File: src/rtl/uart_rx_deframer.sv
// uart_rx_deframer: 8-bit asynchronous serial receiver.
// The line is synchronized first. A falling edge starts a frame, and each bit is sampled near its centre.
// The receiver checks the stop bit(s) and reports good bytes, framing errors and, optionally, parity errors.
// Optional feature: define UART_RX_PARITY_EN to expect one even-parity bit after the data bits.
module uart_rx_deframer #(
  parameter int unsigned SYNC_STAGES = 2
) (
  input  logic        clk,
  input  logic        rst,
  input  logic        rx_dat_ser,
  input  logic [15:0] divisor,
  input  logic        rec_bit_order,
  input  logic [1:0]  rec_stop_bit_num,
  output logic [7:0]  rx_dat,
  output logic        rx_dat_ev,
  output logic        frame_err,
  output logic        parity_err,
  output logic        rx_busy
);

  // A synchronizer shorter than two flops is not metastability-safe, so it is clamped to two.
  localparam int unsigned SYNC_N = (SYNC_STAGES < 2) ? 2 : SYNC_STAGES;

  localparam logic [2:0] S_IDLE      = 3'd0;
  localparam logic [2:0] S_START     = 3'd1;
  localparam logic [2:0] S_DATA      = 3'd2;
`ifdef UART_RX_PARITY_EN
  localparam logic [2:0] S_PARITY    = 3'd3;
`endif
  localparam logic [2:0] S_STOP      = 3'd4;
  localparam logic [2:0] S_WAIT_IDLE = 3'd5;

  logic [SYNC_N-1:0] sync_q;
  logic              rx_s;
  logic              rx_prev;
  logic              fall;

  logic [2:0]        state;
  logic [15:0]       cnt;
  logic [15:0]       div_q;
  logic              order_q;
  logic [1:0]        stop_left;
  logic [2:0]        bit_idx;
  logic [2:0]        wr_idx;
  logic [7:0]        shreg;
  logic              stop_bad;
  logic [15:0]       div_in_eff;
  logic              tick;
`ifdef UART_RX_PARITY_EN
  logic              par_bad;
`endif

  // Input synchronizer chain; it idles at 1 to match the line's idle level.
  always_ff @(posedge clk) begin
    if (rst) begin
      sync_q <= '1;
    end else begin
      sync_q <= {sync_q[SYNC_N-2:0], rx_dat_ser};
    end
  end

  assign rx_s = sync_q[SYNC_N-1];

  // Previous synchronized level, used for falling-edge detection.
  always_ff @(posedge clk) begin
    if (rst) begin
      rx_prev <= 1'b1;
    end else begin
      rx_prev <= rx_s;
    end
  end

  // Decode the falling edge, the bit-period clamp, the sample tick and the byte write position.
  always_comb begin
    fall       = rx_prev & ~rx_s;
    div_in_eff = (divisor < 16'd4) ? 16'd4 : divisor;
    tick       = (cnt == '0);
    wr_idx     = order_q ? (3'd7 - bit_idx) : bit_idx;
  end

  assign rx_busy = (state != S_IDLE);

`ifndef UART_RX_PARITY_EN
  assign parity_err = 1'b0;
`endif

  // Frame sequencer: cnt counts down to the next sample point, and all outputs are single-cycle pulses.
  always_ff @(posedge clk) begin
    if (rst) begin
      state     <= S_IDLE;
      cnt       <= '0;
      div_q     <= '0;
      order_q   <= 1'b0;
      stop_left <= '0;
      bit_idx   <= '0;
      shreg     <= '0;
      stop_bad  <= 1'b0;
      rx_dat    <= '0;
      rx_dat_ev <= 1'b0;
      frame_err <= 1'b0;
`ifdef UART_RX_PARITY_EN
      par_bad    <= 1'b0;
      parity_err <= 1'b0;
`endif
    end else begin
      rx_dat_ev <= 1'b0;
      frame_err <= 1'b0;
`ifdef UART_RX_PARITY_EN
      parity_err <= 1'b0;
`endif
      case (state)
        S_IDLE: begin
          if (fall) begin
            state     <= S_START;
            div_q     <= div_in_eff;
            order_q   <= rec_bit_order;
            stop_left <= (rec_stop_bit_num == 2'd0) ? 2'd1 : rec_stop_bit_num;
            // The load value is one less than the half period, so the start sample lands on T0 + div/2.
            cnt       <= (div_in_eff >> 1) - 16'd1;
            stop_bad  <= 1'b0;
`ifdef UART_RX_PARITY_EN
            par_bad   <= 1'b0;
`endif
          end
        end
        S_START: begin
          if (tick) begin
            if (rx_s) begin
              state <= S_IDLE;
            end else begin
              state   <= S_DATA;
              bit_idx <= '0;
              cnt     <= div_q - 16'd1;
            end
          end else begin
            cnt <= cnt - 16'd1;
          end
        end
        S_DATA: begin
          if (tick) begin
            shreg[wr_idx] <= rx_s;
            cnt           <= div_q - 16'd1;
            if (bit_idx == 3'd7) begin
`ifdef UART_RX_PARITY_EN
              state <= S_PARITY;
`else
              state <= S_STOP;
`endif
            end else begin
              bit_idx <= bit_idx + 3'd1;
            end
          end else begin
            cnt <= cnt - 16'd1;
          end
        end
`ifdef UART_RX_PARITY_EN
        S_PARITY: begin
          if (tick) begin
            par_bad <= (rx_s != ^shreg);
            cnt     <= div_q - 16'd1;
            state   <= S_STOP;
          end else begin
            cnt <= cnt - 16'd1;
          end
        end
`endif
        S_STOP: begin
          if (tick) begin
            cnt       <= div_q - 16'd1;
            stop_left <= stop_left - 2'd1;
            if (stop_left == 2'd1) begin
              // A framing error outranks a parity error and leaves rx_dat untouched.
              if (stop_bad | ~rx_s) begin
                frame_err <= 1'b1;
                state     <= S_WAIT_IDLE;
              end else begin
                rx_dat    <= shreg;
                rx_dat_ev <= 1'b1;
`ifdef UART_RX_PARITY_EN
                parity_err <= par_bad;
`endif
                state     <= S_IDLE;
              end
            end else begin
              stop_bad <= stop_bad | ~rx_s;
            end
          end else begin
            cnt <= cnt - 16'd1;
          end
        end
        S_WAIT_IDLE: begin
          // After a break or stuck-low line, re-arm only once the line is seen high again.
          if (rx_s) begin
            state <= S_IDLE;
          end
        end
        default: begin
          state <= S_IDLE;
        end
      endcase
    end
  end

endmodule
File: config.mk
export PLATFORM = sky130hd
export DESIGN_NAME = uart_rx_deframer
export DESIGN_NICKNAME = d
export VERILOG_FILES = /design/src/rtl/uart_rx_deframer.sv
export SDC_FILE = /design/constraint.sdc
export NUM_CORES = 1
export LEC_CHECK = 0
export CORE_MARGIN = 2
export CORE_UTILIZATION = 26
export DETAILED_ROUTE_END_ITERATION = 6
export PLACE_DENSITY = 0.5
export SETUP_SLACK_MARGIN = 0.5
export SKIP_CTS_REPAIR_TIMING = 1
export SLEW_MARGIN = 0
export SYNTH_ARGS = -nofsm -noshare
export SYNTH_HDL_FRONTEND = slang
export SYNTH_SLANG_ARGS = --single-unit
export TNS_END_PERCENT = 5
File: constraint.sdc
create_clock -name clk -period 5.3 [get_ports clk]
set_input_delay 1.06 -clock clk [delete_from_list [all_inputs] [get_ports clk]]
set_output_delay 1.06 -clock clk [all_outputs]
set_load 0.05 [all_outputs]
# Yosys cells after proc, flatten, opt, wreduce, memory -nomap -nowiden
# Index checks and enable logic that the tools add are counted.
[op_classes] n_eq_ne=17 n_bitwise=7 reduce_logical=18 order_cmp=3 addsub=6 n_mux=35
[op_table] cell="16-bit 2-to-1 mux" n=5
[op_table] cell="16-bit one-hot mux with 3 select lines" n=1
[op_table] cell="3-bit 2-to-1 mux" n=13
[op_table] cell="16-bit by 1-bit subtractor with 16-bit output (second input constant)" n=2
[op_table] cell="2-bit inequality test (second input constant)" n=10
[op_table] cell="16-bit zero test" n=1
[op_table] cell="16-bit by 3-bit less-than comparator with 1-bit output (second input constant)" n=1
[op_table] cell="15-bit by 1-bit subtractor with 16-bit output (second input constant)" n=1
[op_table] cell="3-bit one-hot mux with 5 select lines" n=1
[op_table] cell="3-bit equality test (second input constant)" n=3
[op_table] cell="8-bit bitwise mux" n=1
[op_table] cell="2-bit 2-to-1 mux" n=4
[op_table] cell="4-bit AND reduction" n=2
[op_table] cell="7-bit AND reduction" n=1
[op_table] cell="1-bit 2-to-1 mux" n=6
[op_table] cell="3-bit one-hot mux with 2 select lines" n=1
[op_table] cell="3-bit AND reduction" n=2
[op_table] cell="3-bit nonzero test" n=2
[op_table] cell="1-bit NOT" n=5
[op_table] cell="5-bit AND reduction" n=1
[op_table] cell="3-bit by 4-bit less-than comparator with 1-bit output (second input constant)" n=1
[op_table] cell="2-bit one-hot mux with 2 select lines" n=1
[op_table] cell="2-bit AND reduction" n=2
[op_table] cell="2-bit nonzero test" n=2
[op_table] cell="other kinds (17)" n=17
[word_totals] in_bits=22 register_bits=63 wordCells=99

# Logic depth before layout (Yosys ltp)
# Gate-level depths: netlist (run 1).
[logic_depth] ltp_word=7 mapped_depth=12 ltp_nobuf=9

# Worst setup path after synthesis (run 1)
# No wires, ideal clock.
[synth_timing] kind="input to register" from="input divisor[5]" to="register cnt[13]" arrival_ns=3.093 slack_ns=2.116 cell_stages=7 cell_sequence="nor4_1 > nand4_1 > a21o_1 > a222oi_1 > nand3_1 > or3_1 > a311oi_1"
[synth_via] elab_chain_cells=5
[synth_rtl] item="from (decl)" line_no="11" source="input logic [15:0] divisor,"
[synth_rtl] item="16-bit by 3-bit less-than comparator with 1-bit output" line_no="76" source="div_in_eff = (divisor < 16'd4) ? 16'd4 : divisor;"
[synth_rtl] item="16-bit 2-to-1 mux (*)" line_no="76"
[synth_rtl] item="15-bit by 1-bit subtractor with 16-bit output (*)" line_no="119" source="cnt <= (div_in_eff >> 1) - 16'd1;"
[synth_rtl] item="16-bit 2-to-1 mux (*)" line_no="113" source="if (fall) begin"
[synth_rtl] item="16-bit one-hot mux with 3 select lines (*)" line_no="111" source="case (state)"
[synth_rtl] item="to (signal assigned)" line_no="119"
[synth_rtl] item="to (signal assigned)" line_no="133" source="cnt <= div_q - 16'd1;"
[synth_rtl] item="to (signal assigned)" line_no="136" source="cnt <= cnt - 16'd1;"
[synth_rtl] item="to (decl)" line_no="39" source="logic [15:0] cnt;"
# Mark *: on every way between the ends. The rest lies on a longest branch, timed or not. The select of a mux whose other input is x is not followed.
# A chain may end at the register's enable or synchronous reset.

# Worst setup path in the final report (run 1)
[layout_timing] from="input divisor[5]" to="register cnt[14]"
# Same word-level chain as after synthesis.

==> key figures, run 1 <==
Drt
  – Routed WL: about 8800 microns
  – Vias per cell: just under 5
  – Post-DR wirelength/cell: 14.1 microns
  – Residual DRC: 0
  – Routed via count: between 3,000 and 4,000
  – Final ANT Viol Nets: 0
  – First-pass DRT Iterations: 5
  – Initial DRC Count: 177

GRT
  – Global-route wire length before repair: around 14,000 microns
  – Gr usage total: 13.4%
  – Antenna violations before repair: 0
  – Largest net degree at the start of global routing: between 60 and 70
  – Number of global-route vias before repair: around 2,800
  – Remaining global-route overflow: 0

Timing
  – Final slew viol count: 0
  – Setup Skew: 0.00888 ns
  – Fin. Hold Viols: 0
  – Period utilization: 73.3%
  – Slew margin rel.: 19.3%
  – Final min period: roughly 4 ns
  – Final setup viols: 0
  – Tightest hold margin: 0.406 ns
  – RSZ-0062 raised after global routing: no
  – Highest clock rate: ~260 MHz
  – Final TNS setup: 0 ns
  – Worst-margin pin slew: 1.18 ns

Logic synthesis
  – FFs w/ async S/R, synth: 0%
  – EDFF count, synth: 0
  – Yosys top cell by area: dfxtp_1
  – Unique masters post-synth: 52
  – Most frequent cell after synthesis: dfxtp_1
  – Synth top area cells: dfxtp_1 (38%), a21oi_1 (8.0%), nand2_1 (7.0%)
  – Synth Area per Inst: 7.77 sq um
  – Most frequently used flop master after synthesis: dfxtp_1
  – Share of the synthesized area in the top cell type: between 30% and 40%
  – Post-Syn Instances: approximately 430
  – Synth Register Bits: 63
  – Post-Syn Area: approximately 3300 sq um
  – Synthesis warning total: 0
  – Seq/Total Area, Yosys: ~38%
  – Syn nets: 454
  – Commonest cells in the synthesized netlist: dfxtp_1 (63), nand2_1 (62), a21oi_1 (53)

Placed design
  – Detailed-placement wirelength estimate: ~6000 microns
  – Cell Count Post-Placement: 608
  – Post-placement cell area: 3770 sq um
  – Port buffer count: 32
  – RD Place Congestion: roughly 0.84

Clocking
  – Clk_lat worst skew: 0.33 ns
  – Clock buffer count from CTS: 9
  – Clock Tree Buf Depth: 2
  – Register clock-pin slew on the reported worst setup and hold paths: around 0.05 ns
  – CTS tree: done
  – Clock root buffer: clkbuf_16
  – Clock sink count: 63
  – Max H-tree Level: 3

Power and ir drop
  – Total power: 1.91 mW
  – Max VDD drop: 0.000214 V
  – Pleak: roughly 1.4 nW
  – Pwr dens: ~470 nW/um^2

Floorplanning
  – Die Footprint: 13,700 sq um
  – Core Footprint: around 13,000 sq um
  – Initial core utilization: between 20% and 30%
  – Die W: 117 microns
  – I/O Pins: 34
  – Die H: 117 microns
  – Rows: about 40

Critical path
  – WP data arrival: around 4.1 ns
  – Worst setup startpoint: divisor[5]
  – Critical Path Start Type: input port
  – Critical path fanouts, max: 7
  – Crit end category: flip-flop
  – Worst path required time: about 5.5 ns
  – R2R Setup Slk: 1.78 ns
  – Reg-to-Reg End: cnt[14]$_SDFFE_PP0P_
  – Crit path kind: in2reg
  – Critical Path End: cnt[14]$_SDFFE_PP0P_
  – R2R Path Start: state[2]$_SDFFE_PP0P_
  – R2R cell count: 9

Outcome
  – Status: complete, no violations

Run
  – Max cap viols: 0

Final layout
  – Share of layout cells above drive strength 1: between 7 and 8%
  – Nets@finish: between 400 and 500
  – Layout area overhead: 23.3%
  – Final instance area: between 4000 and 5000 sq um
  – Antenna diodes: 0
  – Fin cells: roughly 620

Hold path
  – HP Class: reg2reg
  – Hold Path Cell Cnt: 1
[critical path: stages]
cell and delay [ns]:
clkdlybuf4s50_1 0.46, nor4_1 0.38, nand4_1 0.32, a21o_1 0.29, nand2_1 0.07, ha_1 0.15, a21boi_1 0.50, nand3_1 0.23
or4_1 0.43, a311oi_1 0.24
[worst min-delay path by stage]
stage | startpoint | to | slack (ns)
after CTS | sync_q[0]$_SDFF_PP1_ | sync_q[1]$_SDFF_PP1_ | 0.41
after global placement | sync_q[0]$_SDFF_PP1_ | sync_q[1]$_SDFF_PP1_ | 0.39
after global routing | sync_q[0]$_SDFF_PP1_ | sync_q[1]$_SDFF_PP1_ | 0.42
final | sync_q[0]$_SDFF_PP1_ | sync_q[1]$_SDFF_PP1_ | 0.41
after detailed placement | sync_q[0]$_SDFF_PP1_ | sync_q[1]$_SDFF_PP1_ | 0.39
after floorplan | sync_q[0]$_SDFF_PP1_ | sync_q[1]$_SDFF_PP1_ | 0.39
[layer usage]
layer | share of wire [%] | GRT usage, %
met1 | 49 | 18.3
met2 | 45 | 20.7
met3 | 3.9 | 2.88
met4 | 1.8 | 5.10
met5 | 0 | 0
[cell families after synthesis]
kind of cell | after synthesis | synth area share, %
AND/OR/NAND/NOR | 186 | 27.0
AO/OA/AOI/OAI | 115 | 22.3
flip-flops | 63 | 37.9
buffers and inverters | 36 | 4.59
XOR/XNOR | 12 | 3.16
multiplexers | 11 | 3.39
adder cells (fa/ha/maj) | 4 | 1.50
other | 1 | 0.113
[power breakdown]
group	internal [mW]	total [mW]	switching [mW]
Clock	0.437	0.647	0.210
Sequential	0.534	0.601	0.0669
Combinational	0.248	0.661	0.413
[sequential cells by signal, summed over array words and instances (netlist names)]
name       count
cnt           16
div_q         16
order_q        1
rx_dat         8
sync_q         2
frame_err      1
state          3
rx_dat_ev      1
bit_idx        3
shreg          8
rx_prev        1
stop_bad       1
stop_left      2
[layout make-up]
class	instances	area, sq um
sequential	63	1260
clock inverter	3	65.1
timing repair buffer	38	360
fill	1353	8470
clock buffer	13	260
inverter	6	22.5
multi-input combinational	329	1920
tap	172	215
[layout by cell type (no fill, tap or decap), types with 3 or more instances in the layout]
cell and n:
clkbuf_16 9, o21ai_0 8, o31ai_1 3, or3_1 5
a311oi_1 3, a21o_1 3, nor4_1 9, buf_4 6
clkdlybuf4s50_1 31, mux2i_1 9, xnor2_1 9, inv_1 6
nand4_1 7, o211ai_1 3, o21bai_1 3, nand2b_1 7
a211o_1 8, nor3_1 5, xor2_1 3, dfxtp_1 63
or4_1 3, nand3_1 15, ha_1 4, nand2_1 62
nor2_1 46, a211oi_1 17, nand3b_1 4, a21oi_1 52
or2_2 9, nor3b_1 3
[per-stage QoR]
| stage | setup slack [ns] | util, % |
|---|---|---|
| 2_1_floorplan | 2.12 | - |
| 3_3_place_gp | 1.20 | 30.0 |
| 3_5_place_dp | 1.17 | 30.0 |
| 4_1_cts | 1.47 | 32.6 |
| 5_1_grt | 1.08 | 32.6 |
| 6_report | 1.42 | 32.6 |
Note: power is estimated with default switching activity, not from simulation.
==> inputs of run 2 (changes only) <==
Clock period 5.3 ns to 3.95 ns, I/O delays scaled along.
==> key figures, run 2 (same netlist as run 1, synthesis figures left out) <==
Critical path
  – Critical path fanouts, max: 11 (was 7)
  – Crit end category: flip-flop (unchanged)
  – Worst path required time: 4.19 ns (was 5.54 ns)
  – Crit path kind: reg2reg (was in2reg)
  – WP data arrival: 3.38 ns (was 4.12 ns)
  – Critical Path Start Type: flip-flop (was input port)

Timing
  – Fin. Hold Viols: 0 (unchanged)
  – Final min period: 3.14 ns
  – RSZ-0062 raised after global routing: yes (was no)
  – Highest clock rate: ~320 MHz
  – Final slew viol count: 0 (unchanged)
  – Worst-margin pin slew: 0.870 ns (was 1.18 ns)
  – Setup Skew: 0.00474 ns (was 0.00888 ns)
  – Final TNS setup: 0 ns (unchanged)
  – Final setup viols: 0 (unchanged)
  – Period utilization: between 70% and 80%
  – Slew margin rel.: 42.0% (was 19.3%)

GRT
  – Gr usage total: 13.4% (about the same)
  – Number of global-route vias before repair: 2,707 (was 2,790)
  – Remaining global-route overflow: 0 (unchanged)
  – Antenna violations before repair: 0 (unchanged)
  – Largest net degree at the start of global routing: 64 (was 65)
  – Global-route wire length before repair: 14,100 microns (was 14,200 microns)

Final layout
  – Multi-input logic area: 1920 sq um (unchanged)
  – Fillcell total: 1,327 (was 1,353)
  – Antenna diodes: 0 (unchanged)
  – Top flop regs: cnt (16), div_q (16) (unchanged)
  – Layout area overhead: 24.6% (was 23.3%)
  – Share of layout cells above drive strength 1: 9.17% (was 7.96%)
  – Most common library cell in the layout ignoring fill and taps: dfxtp_1 (unchanged)
  – Most frequent cells in the layout: dfxtp_1 (63), nand2_1 (62), a21oi_1 (52) (unchanged)
  – Nets@finish: 479 (was 473)
  – Register Area: 1260 sq um (unchanged)
  – Final instance area: 4150 sq um (was 4100 sq um)

Run
  – Max cap viols: 0 (unchanged)

Clocking
  – Clock root buffer: clkbuf_16 (unchanged)
  – Register clock-pin slew on the reported worst setup and hold paths: 0.05 ns (about the same)
  – Clock sink count: 63 (unchanged)
  – Clock buffer count from CTS: 9 (unchanged)
  – CTS tree: done (unchanged)
  – Clk_lat worst skew: 0.33 ns (about the same)
  – Max H-tree Level: 3 (unchanged)
  – Clock Tree Buf Depth: 2 (unchanged)

Placed design
  – Port buffer count: 32 (unchanged)
  – RD Place Congestion: 0.814 (was 0.840)
  – Detailed-placement wirelength estimate: 6080 microns (was 5990 microns)
  – Post-placement cell area: 3800 sq um (was 3770 sq um)

Drt
  – Initial DRC Count: 184 (was 177)
  – Vias per cell: 4.95 (was 4.91)
  – Final ANT Viol Nets: 0 (unchanged)
  – First-pass DRT Iterations: 4 (was 5)
  – Routed via count: 3,116 (was 3,063)
  – Routed WL: 8810 microns (was 8830 microns)
  – Residual DRC: 0 (unchanged)
  – Post-DR wirelength/cell: 14.0 microns (was 14.1 microns)

Floorplanning
  – Die H: 117 microns (unchanged)
  – Core Footprint: 12,600 sq um (unchanged)
  – Rows: 41 (unchanged)
  – Die W: 117 microns (unchanged)
  – Initial core utilization: 26.5% (unchanged)
  – I/O Pins: 34 (unchanged)
  – Die Footprint: 13,700 sq um (unchanged)

Power and ir drop
  – Pwr dens: 620 nW/um^2 (was 465 nW/um^2)
  – Max VDD drop: 0.000283 V (was 0.000214 V)
  – Pleak: 1.47 nW (was 1.45 nW)

Outcome
  – Status: complete, no violations (unchanged)

Hold path
  – HP Class: reg2reg (unchanged)
## run 2: worst paths after layout
| kind | from | end | slack (ns) | cells past startpoint |
|---|---|---|---|---|
| max reg2reg | state[0]$_SDFFE_PP0P_ | cnt[14]$_SDFFE_PP0P_ | 0.81 | 7 |
| max | state[0]$_SDFFE_PP0P_ | cnt[14]$_SDFFE_PP0P_ | 0.81 | 7 |
| min | sync_q[0]$_SDFF_PP1_ | sync_q[1]$_SDFF_PP1_ | 0.41 | 1 |
| min reg2reg | sync_q[0]$_SDFF_PP1_ | sync_q[1]$_SDFF_PP1_ | 0.41 | 1 |
## run 2: stage by stage
step                      std cells  setup WS [ns]  power, mW  hold WS [ns]  util [%]
after floorplan                 428           1.04       1.46         0.389         -
after global placement          612          0.414       1.71         0.393      30.3
after detailed placement        612          0.435       1.71         0.393      30.3
after CTS                       628          0.759       2.58         0.406      32.9
after global routing            630          0.477       2.74         0.417      33.0
final                           630          0.807       2.57         0.405      33.0
## run 2: metal layers
layer	vias up	GRT usage, %	wire length [microns]
li1	1582	-	-
met1	1459	18.3	4270
met2	68	20.5	3960
met3	7	3.35	451
met4	0	5.18	124
met5	-	0	0
## run 2: where the power goes
group | switching, mW | internal, mW | total, mW
sequential | 0.0910 | 0.716 | 0.807
clock | 0.277 | 0.586 | 0.863
combinational | 0.548 | 0.353 | 0.901
total | 0.916 | 1.66 | 2.57
## run 2: final cells by class
| class | count | area share (%) |
|---|---|---|
| Sequential cell | 63 | 30.4 |
| Tap cell | 172 | 5.19 |
| Clock inverter | 3 | 1.57 |
| Multi-Input combinational cell | 329 | 46.2 |
| Clock buffer | 13 | 6.28 |
| Timing Repair Buffer | 44 | 9.78 |
| Inverter | 6 | 0.543 |
## run 2: worst max-delay path, cell delays in order, from the launching register on
cell and delay (ns):
dfxtp_1 0.51, or3b_1 0.30, o21ai_0 0.27, or3_1 0.44, a222oi_1 0.60, nand2_1 0.19, or4_1 0.49, a311oi_1 0.25
